==> src/rtl/c8_pkg.sv <==
// Shared types and constants for the c8 load/increment sequencer.
package c8_pkg;

  localparam int unsigned WIDTH_DEF = 8;

  typedef enum logic [1:0] {
    IDLE   = 2'd0,
    LOADED = 2'd1,
    RUN    = 2'd2
  } state_e;

  // Bit positions in the arbiter request/grant vectors match these values.
  typedef enum logic {
    SRC_B = 1'b0,
    SRC_A = 1'b1
  } src_e;

  function automatic src_e other_src(input src_e s);
    return (s == SRC_A) ? SRC_B : SRC_A;
  endfunction

endpackage

==> src/rtl/c8_rr_arb2.sv <==
// Two-way round-robin arbiter. The pointer only moves on a contested grant,
// so an uncontested winner does not lose priority it never had to use.
module c8_rr_arb2
  import c8_pkg::*;
(
  input  logic       clk,
  input  logic       rst,
  input  logic [1:0] req_i,
  input  logic       advance_i,
  output logic [1:0] gnt_o,
  output src_e       ptr_o
);

  src_e       ptr_q;
  src_e       ptr_d;
  logic [1:0] gnt;

  always_comb begin
    gnt   = 2'b00;
    ptr_d = ptr_q;
    if (advance_i) begin
      unique case (req_i)
        2'b10:   gnt = 2'b10;
        2'b01:   gnt = 2'b01;
        2'b11: begin
          gnt   = (ptr_q == SRC_A) ? 2'b10 : 2'b01;
          ptr_d = other_src(ptr_q);
        end
        default: gnt = 2'b00;
      endcase
    end
  end

  always_ff @(posedge clk) begin
    if (rst) begin
      ptr_q <= SRC_A;
    end else begin
      ptr_q <= ptr_d;
    end
  end

  assign gnt_o = gnt;
  assign ptr_o = ptr_q;

endmodule

==> src/rtl/c8_seq_ctrl.sv <==
// Load/start/increment sequencer for the c8 datapath: arbitrates two load
// sources, then counts under inc_en until wrap or abort.
module c8_seq_ctrl
  import c8_pkg::*;
#(
  parameter int unsigned WIDTH = WIDTH_DEF
) (
  input  logic             clk,
  input  logic             rst,
  input  logic             ld_a_req,
  input  logic [WIDTH-1:0] ld_a_val,
  input  logic             ld_b_req,
  input  logic [WIDTH-1:0] ld_b_val,
  input  logic             start,
  input  logic             inc_en,
  input  logic             abort,
  output logic             ld_a_gnt,
  output logic             ld_b_gnt,
  output logic [WIDTH-1:0] cnt,
  output logic             busy,
  output logic             done,
  output logic             cout,
  output logic             dp_q,
  output logic             dp_s
);

  state_e           state_q;
  logic [WIDTH-1:0] cnt_q;
  logic             a_gnt_q;
  logic             b_gnt_q;
  logic             done_q;
  logic             cout_q;
  logic             dp_s_q;

  logic [1:0]       arb_gnt;
  src_e             rr_ptr_unused;
  logic             arb_adv;

  // Arbitration only happens while idle; requests held into LOADED are dropped.
  assign arb_adv = (state_q == IDLE);

  c8_rr_arb2 u_arb (
    .clk       (clk),
    .rst       (rst),
    .req_i     ({ld_a_req, ld_b_req}),
    .advance_i (arb_adv),
    .gnt_o     (arb_gnt),
    .ptr_o     (rr_ptr_unused)
  );

  always_ff @(posedge clk) begin
    if (rst) begin
      state_q <= IDLE;
      cnt_q   <= '0;
      a_gnt_q <= 1'b0;
      b_gnt_q <= 1'b0;
      done_q  <= 1'b0;
      cout_q  <= 1'b0;
      dp_s_q  <= 1'b1;
    end else begin
      a_gnt_q <= 1'b0;
      b_gnt_q <= 1'b0;
      done_q  <= 1'b0;
      cout_q  <= 1'b0;
      unique case (state_q)
        IDLE: begin
          if (arb_gnt != 2'b00) begin
            cnt_q   <= arb_gnt[SRC_A] ? ld_a_val : ld_b_val;
            dp_s_q  <= arb_gnt[SRC_A];
            a_gnt_q <= arb_gnt[SRC_A];
            b_gnt_q <= arb_gnt[SRC_B];
            state_q <= LOADED;
          end
        end
        LOADED: begin
          if (abort) begin
            state_q <= IDLE;
          end else if (start) begin
            state_q <= RUN;
          end
        end
        RUN: begin
          // Abort wins even over a wrap: no increment and no pulses.
          if (abort) begin
            state_q <= IDLE;
          end else if (inc_en) begin
            cnt_q <= cnt_q + WIDTH'(1);
            if (&cnt_q) begin
              done_q  <= 1'b1;
              cout_q  <= 1'b1;
              state_q <= IDLE;
            end
          end
        end
        default: state_q <= IDLE;
      endcase
    end
  end

  assign ld_a_gnt = a_gnt_q;
  assign ld_b_gnt = b_gnt_q;
  assign cnt      = cnt_q;
  assign busy     = (state_q == LOADED) || (state_q == RUN);
  assign done     = done_q;
  assign cout     = cout_q;
  assign dp_s     = dp_s_q;
  assign dp_q     = (state_q == RUN) && inc_en && !abort;

endmodule

==> config.mk <==
export PLATFORM = sky130hd
export DESIGN_NAME = c8_seq_ctrl
export DESIGN_NICKNAME = d
export VERILOG_FILES = /design/src/rtl/c8_pkg.sv /design/src/rtl/c8_rr_arb2.sv /design/src/rtl/c8_seq_ctrl.sv
export SDC_FILE = /design/constraint.sdc
export NUM_CORES = 1
export LEC_CHECK = 0
export ABC_AREA = 0
export BUFFER_PORTS_ARGS = -buffer_cell sky130_fd_sc_hd__buf_2
export CORE_MARGIN = 2
export CORE_UTILIZATION = 47
export CTS_CLUSTER_SIZE = 30
export DETAILED_ROUTE_END_ITERATION = 8
export PLACE_DENSITY = 0.77
export SLEW_MARGIN = 30
export SYNTH_ARGS = -nofsm -noshare
export SYNTH_HDL_FRONTEND = slang
export SYNTH_HIERARCHICAL = 1
export SYNTH_SLANG_ARGS = --single-unit
==> constraint.sdc <==
create_clock -name clk -period 2.1 [get_ports clk]
set_input_delay 0.42 -clock clk [delete_from_list [all_inputs] [get_ports clk]]
set_output_delay 0.42 -clock clk [all_outputs]
set_load 0.02 [all_outputs]
==> impl_results.md <==
- # DRC: 0
- Sequential Area: roughly 300 µm²
- Unrepaired setup endpoints after global routing: false
- DRT Pass-1 Iters: 4
- DRT antenna net count: 0
- Synthesized instance count: between 100 and 150
- Clock Tree Root: clkbuf_4
- Final setup TNS: 0 ns
- GPL Wtd Cong: about 0.8
- Die Ht: just under 50 µm
- Worst path required time: approximately 2.3 ns
- Outcome: completed
- Worst setup SP type: register
- Setup bufs post-CTS: 0
- Final worst-path cycle share: 0.924
- Vias in the first global route: 960
- DIE AREA: between 2000 and 2500 µm²
- I/O pin cnt: 38
- Global route total overflow: 0
- Clock latency on the worst-skew pair: 0.28 ns
- Fin. max-slew vios: 0
- Hold Path Class: in -> reg
- Area growth, synth to finish: 26.2%
- Largest net degree at the start of global routing: 20
- FF+latch count, synth: 15
- Vias: between 900 and 1000
- Nets: 186
- CTS H-tree depth: 1
- Area of the multi-input gates: roughly 600 µm²
- Std-Cell Rows: 16
- Crit Path Max Fanout: 7
- Finished Core Util: 0.627
- Post-synthesis cell type count: 33
- GRT Overall Usage: 0.203
- CTS tree: built
- Global-route wire length before repair: just under 4000 µm
- CP arrival: roughly 2.2 ns
- Worst-Margin Slew: around 0.38 ns
- Initial Util: 0.497
- Mapped Nets: ~150
- CTS clk-pin slew, worst paths: roughly 0.09 ns
- Pwr Total: between 1000 and 1500 µW
- Post-Syn Area: roughly 960 µm²
- Fmax: 0.515 GHz
- WL per Instance: ~13 µm
- Ant. Diodes: 0
- Chip Width: about 50 µm
- Final wirelength: between 2000 and 2500 µm
- Yosys Warn Count: 6
- Fin crit period: 1.94 ns
- TritonCTS Sinks: 15
- CTS max path bufs: 2
- Initial antenna violation count: 0
- Leakage power: between 0.0005 and 0.0006 µW
- Rel. slew slack: 0.743
- Max cap viols: 0
- Avg Cell Area, Syn: around 8.1 µm²
- # port buffers: 37
- Final HPWL DP: between 1500 and 2000 µm
- Crit Path Class: reg -> reg
- Fin Clk Skew: between 0.005 and 0.006 ns
- Final setup violation count: 0
- Core area: around 1900 µm²
- Via/cell ratio: 5.38
- Fin. Hold Viols: 0
- Fillers: ~180
- Power per cell area: roughly 1200 nW/µm²
- Element type at the critical path end: register
- Worst vdd ir: 0.000659 V
- Register area share after synthesis: 0.311
- CTS buffer count: 3
- Starting DRC count in detailed routing: 15
- Layout cells sized above 1: 0.323
-- logic make-up after synthesis --
family / count (synthesis) / synth area share
AOI/OAI and AO/OA: 33 / 0.211
adders and majority gates: 4 / 0.0519
buffers and inverters: 14 / 0.0648
DFF: 15 / 0.311
muxes: 10 / 0.106
and+or+nand+nor: 43 / 0.254
-- stage by stage --
step / cell area [µm²] / std cells / hold slack [ns] / setup WS [ns]
after floorplan: 965 / 119 / 0.465 / 0.218
after CTS: 1200 / 185 / 0.438 / 0.111
after global placement: 1180 / 181 / 0.467 / 0.231
final: 1220 / 185 / 0.449 / 0.160
after global routing: 1220 / 185 / 0.459 / 0.0201
after detailed placement: 1180 / 181 / 0.466 / 0.153
-- repair_timing --
| item | in CTS | in global routing |
|---|---|---|
| gates resized for setup | 0 | 3 |
| setup endpoints to repair | 0 | 5 |
| hold buffers | 0 | 0 |
-- cells in the final DEF, fill, tap and decap left out, types with 3 or more instances in the layout --
master | Yosys | layout
a21oi_1 | 10 | 10
buf_2 | 2 | 37
clkbuf_4 | 0 | 3
dfxtp_1 | 15 | 15
ha_1 | 4 | 3
inv_1 | 9 | 9
mux2i_1 | 8 | 8
nand2_1 | 10 | 10
nand2b_1 | 5 | 5
nand3_1 | 6 | 6
nor2_1 | 7 | 7
nor3_1 | 3 | 3
o21ai_0 | 11 | 11
-- final timing paths --
kind	from	endpoint	slack, ns	depth (start not counted)
min reg2reg	dp_s	dp_s	0.49	1
max reg2reg	state_q[0]	cnt[0]	0.16	8
min	inc_en	cout	0.45	3
max	state_q[0]	cnt[0]	0.16	8
-- registers in the layout, summed over array words and instances (netlist names) --
name / flops
state_q: 2
u_arb/ptr_o: 1
ld_a_gnt: 1
ld_b_gnt: 1
cout: 1
cnt: 8
dp_s: 1
-- cell type report --
class	instances	share of cell area
clock buffers	4	0.0216
inverters	9	0.0277
multi-input cells	90	0.503
flip-flops and latches	15	0.247
well taps	27	0.0277
repair buffers	40	0.174
-- critical path, stage by stage, from the launching register on --
cell and delay [ns]:
dfxtp_1 0.34, inv_1 0.09, ha_2 0.25, nand2_1 0.08, a21oi_1 0.23, nor3b_2 0.13, a21o_1 0.23, or3_1 0.36
a31oi_1 0.16
-- layer usage --
layer  vias to the layer above  track usage  wire length, µm
li1                        501            -                -
met1                       460        0.239             1020
met2                        29        0.358             1220
met3                         6       0.0429              121
met4                         0       0.0714               32
met5                         -            0                0
-- report_power, final --
group / internal [µW] / switching, µW
logic: 318 / 455
clock network: 73.7 / 93.1
registers: 374 / 104
-- cell usage after synthesis --
cell / number / share of area
o22ai_1: 2 / 0.013
mux2i_1: 8 / 0.083
inv_1: 9 / 0.035
o21ai_0: 11 / 0.057
a21o_1: 2 / 0.016
a21oi_2: 1 / 0.0091
nand2b_1: 5 / 0.032
dfxtp_1: 15 / 0.31
nand2b_4: 1 / 0.014
nor3b_2: 1 / 0.013
mux2_2: 2 / 0.023
ha_1: 4 / 0.052
a221o_1: 1 / 0.010
nand2_1: 10 / 0.039
nand3b_4: 1 / 0.021
and2_1: 1 / 0.0065
or3_1: 1 / 0.0065
a31oi_1: 1 / 0.0065
a21oi_1: 10 / 0.052
nor2_1: 7 / 0.027
a311oi_2: 1 / 0.016
a211oi_1: 2 / 0.016
a31o_1: 1 / 0.0091
nand3_1: 6 / 0.031
nor3_1: 3 / 0.016
buf_4: 2 / 0.016
nand3b_1: 2 / 0.016
and3_1: 2 / 0.013
clkbuf_1: 1 / 0.0039
nor4_1: 1 / 0.0065
buf_2: 2 / 0.010
nand4_1: 2 / 0.013
o21a_1: 1 / 0.0078
(Power assumes the default switching activity.)
